===== src/rtl/regfile_mp.sv =====
// Multi-port flop register file: NRD combinational read ports, two write
// ports (A = ALU writeback, B = load writeback), write-to-read forwarding,
// x0 hardwired to zero, and a one-entry-per-cycle clear sweep engine.
//
// Handshake: there is no valid/ready pair here. busy acts as a stall
// indication toward producers: while busy=1 every write is discarded and
// every read returns zero; the producer must hold its writeback until
// busy=0. A write is accepted exactly at a rising edge where busy=0 and its
// enable is high.
module regfile_mp #(
    parameter int XLEN = 32,
    parameter int NREG = 32,
    parameter int NRD  = 2,
    localparam int AW  = $clog2(NREG)
) (
    input  logic                clk,
    input  logic                resetb,
    input  logic                clr_req,
    output logic                busy,
    input  logic [NRD*AW-1:0]   a_rs,
    output logic [NRD*XLEN-1:0] d_rs,
    input  logic [AW-1:0]       a_rda,
    input  logic [XLEN-1:0]     d_rda,
    input  logic                we_rda,
    input  logic [AW-1:0]       a_rdb,
    input  logic [XLEN-1:0]     d_rdb,
    input  logic                we_rdb,
    output logic                dbg_state
);

    typedef enum logic [0:0] {
        CLEAR = 1'b0,
        READY = 1'b1
    } state_t;

    localparam logic [AW-1:0] LAST_IDX = AW'(NREG - 1);
    localparam logic [AW-1:0] ONE_IDX  = AW'(1);
    localparam logic [AW-1:0] ZERO_IDX = '0;

    state_t          state_q, state_d;
    logic [AW-1:0]   ptr_q, ptr_d;
    logic [XLEN-1:0] data_q [NREG];
    logic [XLEN-1:0] data_d [NREG];

    logic wr_a_ok;
    logic wr_b_ok;

    assign busy      = (state_q == CLEAR);
    assign dbg_state = state_q;
    assign wr_a_ok   = we_rda && (a_rda != ZERO_IDX);
    assign wr_b_ok   = we_rdb && (a_rdb != ZERO_IDX);

    // Control state and sweep pointer; reset restarts the sweep from entry 0.
    always_ff @(posedge clk or negedge resetb) begin
        if (!resetb) begin
            state_q <= CLEAR;
            ptr_q   <= ZERO_IDX;
        end else begin
            state_q <= state_d;
            ptr_q   <= ptr_d;
        end
    end

    // Next-state logic: sweep advances one entry per cycle, READY waits for clr_req.
    always_comb begin
        state_d = state_q;
        ptr_d   = ptr_q;
        case (state_q)
            CLEAR: begin
                ptr_d = ptr_q + ONE_IDX;
                if (ptr_q == LAST_IDX) begin
                    state_d = READY;
                end
            end
            READY: begin
                if (clr_req) begin
                    state_d = CLEAR;
                    ptr_d   = ZERO_IDX;
                end
            end
            default: begin
                state_d = CLEAR;
                ptr_d   = ZERO_IDX;
            end
        endcase
    end

    // Array next value: sweep zeroes one entry, otherwise A then B (B wins on a tie).
    always_comb begin
        data_d = data_q;
        if (state_q == CLEAR) begin
            data_d[ptr_q] = '0;
        end else begin
            if (wr_a_ok) begin
                data_d[a_rda] = d_rda;
            end
            if (wr_b_ok) begin
                data_d[a_rdb] = d_rdb;
            end
        end
    end

    // Storage array is not reset by the flop reset; the sweep clears it.
    always_ff @(posedge clk) begin
        data_q <= data_d;
    end

    for (genvar k = 0; k < NRD; k++) begin : g_rd
        logic [AW-1:0]   addr;
        logic [XLEN-1:0] rdata;

        assign addr = a_rs[k*AW +: AW];
        assign d_rs[k*XLEN +: XLEN] = rdata;

        // Read mux: zero during sweep or for x0, then forward B, then A, then array.
        always_comb begin
            rdata = '0;
            if (busy || (addr == ZERO_IDX)) begin
                rdata = '0;
            end else if (wr_b_ok && (a_rdb == addr)) begin
                rdata = d_rdb;
            end else if (wr_a_ok && (a_rda == addr)) begin
                rdata = d_rda;
            end else begin
                rdata = data_q[addr];
            end
        end
    end

endmodule

===== config.mk =====
export PLATFORM = sky130hd
export DESIGN_NAME = regfile_mp
export DESIGN_NICKNAME = d
export VERILOG_FILES = /design/src/rtl/regfile_mp.sv
export SDC_FILE = /design/constraint.sdc
export NUM_CORES = 2
export LEC_CHECK = 0
export ABC_CLOCK_PERIOD_IN_PS = 2550
export BUFFER_PORTS_ARGS = -buffer_cell sky130_fd_sc_hd__buf_2
export CAP_MARGIN = 25
export CORE_MARGIN = 3
export CORE_UTILIZATION = 50
export DETAILED_ROUTE_END_ITERATION = 16
export PLACE_DENSITY_LB_ADDON = 0.05
export RECOVER_POWER = 50
export SYNTH_ARGS = -nofsm -noshare
export SYNTH_HDL_FRONTEND = slang
export SYNTH_SLANG_ARGS = --single-unit

===== constraint.sdc =====
create_clock -name clk -period 2.55 [get_ports clk]
set_input_delay 0.1275 -clock clk [delete_from_list [all_inputs] [get_ports clk]]
set_output_delay 0.1275 -clock clk [all_outputs]
set_load 0.05 [all_outputs]

# Yosys cells after proc, flatten, opt, wreduce, memory -nomap -nowiden
# Cells that the tools add are included.
# op_classes
n_addsub	1
n_mul	0
div	0
n_lt_le_gt_ge	8
n_eq_ne	6
shift	0
mux	29
n_bitwise	8
n_reduce_logical	15
# ops
operator	n
$mux W1024	4
$bwmux W1024	2
$and A1024 B1024 Y1024	1
$not A1024 Y1024	1
$demux W32 S5	3
$mux W32	13
$bmux W32 S5	2
$ge A6 B6 Y1 const B	5
$not A5 Y6	5
$eq A5 B5 Y1	4
$lt A6 B1 Y1 const B	3
$logic_not A5 Y1	2
$pmux W5 S2	1
$reduce_bool A5 Y1	2
$logic_and A1 B1 Y1	9
$add A5 B1 Y5 const B	1
$eq A5 B5 Y1 const B	1
$mux W5	1
$logic_or A1 B1 Y1	2
$mux W1	2
$ne A2 B2 Y1 const B	1
$pmux W1 S2	1
$not A1 Y1	1
# word_totals
register_bits	1030
latchBits	0
ram_bits	0
rom_bits	0
inputBits	89
out_inout_bits	66
elab_cells	101
memories	0

# Longest topological paths before layout
# depth
ltp_word	11
ltp_mapped	10
mapped_depth_nobuf	7

# Least setup slack after synthesis
# Ideal clock, no wire load.
# synth_path
kind	in2out
start	in a_rs[1]
end	out d_rs[11]
t_arrival_ps	2024
required_time_ps	2423
setup_slack_ps	398
path_stages	7
path_buffers	3
cell_sequence	buf_2 -> buf_2 -> buf_2 -> mux4_2 -> o21ai_0 -> nand4_1 -> a32o_1
# synth_between
elab_chain_cells	7
word_cells_on_any_way	13
# synth_rtl
element	line_no	rtl
from (decl)	20	input logic [NRD*AW-1:0] a_rs,
$not A5 Y6 (not written as such)	125	rdata = data_q[addr];
$bmux W32 S5	125	
$mux W32 (not written as such) (2 in a row)	125	
$mux W32	122	end else if (wr_a_ok && (a_rda == addr)) begin
$mux W32	120	end else if (wr_b_ok && (a_rdb == addr)) begin
$mux W32 (*)	118	if (busy || (addr == ZERO_IDX)) begin
to (decl)	21	output logic [NRD*XLEN-1:0] d_rs,
# Mark *: on every way between the ends. The rest lies on a longest branch, timed or not. The select of a mux whose other input is x is not followed.

# Worst setup path in the final report
# layout_path
start	reg data_q[980] (netlist bit)
end	out d_rs[52]
# layout_between
elab_chain_cells	6
# layout_rtl
element	line_no	rtl
from (decl)	42	logic [XLEN-1:0] data_q [NREG];
from (signal assigned)	105	data_q <= data_d;
$bmux W32 S5	125	
$mux W32 (not written as such) (2 in a row)	125	
$mux W32	122	
$mux W32	120	
$mux W32	118	
# No other way between the ends. The select of a mux whose other input is x is not followed.

==> out/qor.yml <==
synth_cells: 8264
crit_path_max_incr_delay_ns: 0.46
avgSynthCellArea_um2: 8.25
drive_gt1_frac: 0.215
worst_ir_drop_vdd_mv: 0.807
finClkSkew_ns: 0.0231
dieArea_mm2: 0.141
path_cells: "mux4_2 -> o21ai_2 -> buf_6 -> nand4_1 -> buf_4 -> a32o_2 -> buf_12"
overflow: 0
vias: 73268
finalHoldViolations: 0
grt_pass1_vias: 68481
preCtsSetupSlack_ns: -0.753
gp_congestion: 1.04
synth-seq-cells: 1030
cts_made_buffers: 121
met2_length_um: 141000
cts.sinks: 1030
clkLatencyLatePin_ns: 0.77
root_buffer: "clkbuf_16"
worst-r2r-setup-slack_ns: -0.38
async_flop_share: 0.00583
final.fill_count: 11576
post-dp-hpwl_um: 237000
worst_pin_slew_ns: 0.972
leakage_uw: 0.0330
hp-class: "input port to flip-flop"
slowest_stage: "mux4_2"
arrival_ns: 3.03
yosys_warnings: 0
finalCritPeriodShare: 1.24
yosys.area.top_type_share: 0.301
grt_pass1_wl_um: 494000
path_max_fanout: 4
r2r_start: "dbg_state$_DFF_PN0_"
cts.path.max_buffers: 3
syn_area_mm2: 0.0681
syn2layout_area_growth_pct: 23.3
clock.fmax_mhz: 317
max-slew-margin-rel: 0.350
std_cell_rows: 134
slew_violations: 0
io_pins: 155
routed_wl_um: 349000
io_buffers: 154
endpoint_kind: "output pin"
die_h_um: 375
wl_per_cell_um: 33.3
startpoint_type: "flip-flop"
wl_met3_um: 42100
synth_most_common_cell: "mux2i_1"
synth_edf_count: 0
status: "finished, violations left"
ys_top_cells_by_count: "1399 x mux2i_1, 1024 x dfxtp_1, 958 x o21ai_0"
final.setup.tns_ns: -59.73
ys.flop_type: "dfxtp_1"
rsz0062_at_grt: "true"
syn-num-nets: 8358
setup_viol: 567
dpl-instance-area_mm2: 0.0777
synth_cell_type_count: 70
top_layer: "met5"
drt_iter0_markers: 10423
antenna_found_initial: 15
setup_ws_ns: -0.603
synth_area_leaders: "dfxtp_1 30%, mux2i_1 21%, o21ai_0 7.0%"
cp.required_ns: 2.42
cts_tree: "yes"
ys_seq_area_frac: 0.303
r2r_cells: 6
cap_violations: 0
power.density_mw_per_mm2: 848
violations: "negative setup slack"
hold_depth: 3
crit_type: "flip-flop to output pin"
clkSlewWorstSetupHoldPaths_ns: 0.06
wl_met1_um: 130000
fp.coreArea_mm2: 0.134
grt_max_degree: 101
fin_area_mm2: 0.0840
die_w_um: 375
fin_nets: 8690
finalCriticalPeriod_ns: 3.15
hp-start: "d_rdb[7]"
yosysTopAreaCell: "dfxtp_1"
fin_total_pwr_uw: 71300
holdPathEnd: "data_q[103]$_DFF_P_"
routed_via_density: 6.99
cts_max_level: 3
r2r-end: "data_q[535]$_DFF_P_"
track_usage: 0.475
ant_nets: 0
start_util: 0.507
first_pass_iters: 9
drcViolationCount: 0
[cell families (layout without fill, tap and decap cells)]
group | after synthesis | after routing | synth area share
flip-flops | 1030 | 1030 | 0.303
other | 0 | 11 | 0
XOR/XNOR | 22 | 22 | 0.00283
AO/OA/AOI/OAI | 2726 | 2726 | 0.258
buffers and inverters | 972 | 1406 | 0.0611
AND/OR/NAND/NOR | 1972 | 1972 | 0.123
multiplexers | 1537 | 1537 | 0.251
adder cells (fa/ha/maj) | 5 | 5 | 0.000918
[cells in the final DEF, fill, tap and decap left out, types with 83 or more instances in the layout]
cell type	Yosys	final
a22o_1	501	501
a31oi_1	125	111
nor2_1	664	636
a21oi_1	425	412
clkbuf_16	0	125
buf_4	48	696
mux4_2	138	138
a221oi_1	124	101
nand2_1	942	929
o21ai_0	958	878
dfxtp_1	1024	937
mux2i_1	1399	1391
dfxtp_2	0	85
buf_12	1	218
a22oi_1	84	83
o22ai_1	261	258
[flip-flops by register name, summed over array words and instances (netlist names)]
register / cells
data_q: 1024
dbg_state: 1
ptr_q: 5
[stage by stage]
step,instances,utilization,hold slack (ns)
after floorplan,8264,-,-0.168
after global placement,10160,0.578,-0.0417
after detailed placement,10160,0.578,-0.0373
after CTS,10459,0.623,0.00643
after global routing,10466,0.625,0.0456
final,10477,0.625,0.0500
[per-layer routing]
| layer | track usage | vias up |
|---|---|---|
| li1 | - | 31316 |
| met1 | 0.606 | 35301 |
| met4 | 0.387 | 4 |
| met5 | 0 | - |
| met2 | 0.679 | 5344 |
| met3 | 0.116 | 1303 |
[critical path, delay by kind of cell (launching register included)]
| family | cells | cell delay [ns] |
|---|---|---|
| AND/OR/NAND/NOR | 1 | 0.42 |
| multiplexers | 1 | 0.46 |
| AO/OA/AOI/OAI | 2 | 0.40 |
| buffers and inverters | 3 | 0.63 |
| flip-flops | 1 | 0.34 |
[report_power, final]
group	internal [uW]	switching (uW)
Sequential	21100	5100
Clock	11100	7870
Combinational	10900	15200
Total	43100	28200
[final cells by class]
cell class | count | area [um2] | share of cell area
Timing Repair Buffer | 1169 | 11900 | 0.142
Sequential cell | 1030 | 20800 | 0.247
Clock inverter | 47 | 689 | 0.00820
Multi-Input combinational cell | 6262 | 44800 | 0.533
Inverter | 12 | 61.3 | 0.000730
Clock buffer | 178 | 3570 | 0.0425
Tap cell | 1768 | 2210 | 0.0263
Antenna cell | 11 | 27.5 | 0.000328
[how the worst max path moves through the flow]
stage / start / end / slack, ns / cells past startpoint
2_1_floorplan: a_rs[1] / d_rs[11] / 0.40 / 7
3_3_place_gp: a_rda[4] / d_rs[5] / -0.77 / 11
3_5_place_dp: a_rda[4] / d_rs[5] / -0.75 / 11
4_1_cts: data_q[852]$_DFF_P_ / d_rs[52] / -0.52 / 7
5_1_grt: data_q[852]$_DFF_P_ / d_rs[52] / -0.57 / 7
6_report: data_q[980]$_DFF_P_ / d_rs[52] / -0.60 / 7
[timing repair]
action	in CTS	in global routing
endpoints found under the setup margin	66	65
buffers inserted	30	8
pin swaps	104	78
gates cloned	5	2
endpoints found under the hold margin	156	0
hold buffers	42	0
resized for setup	379	151
Note: power is estimated with default switching activity, not from simulation.
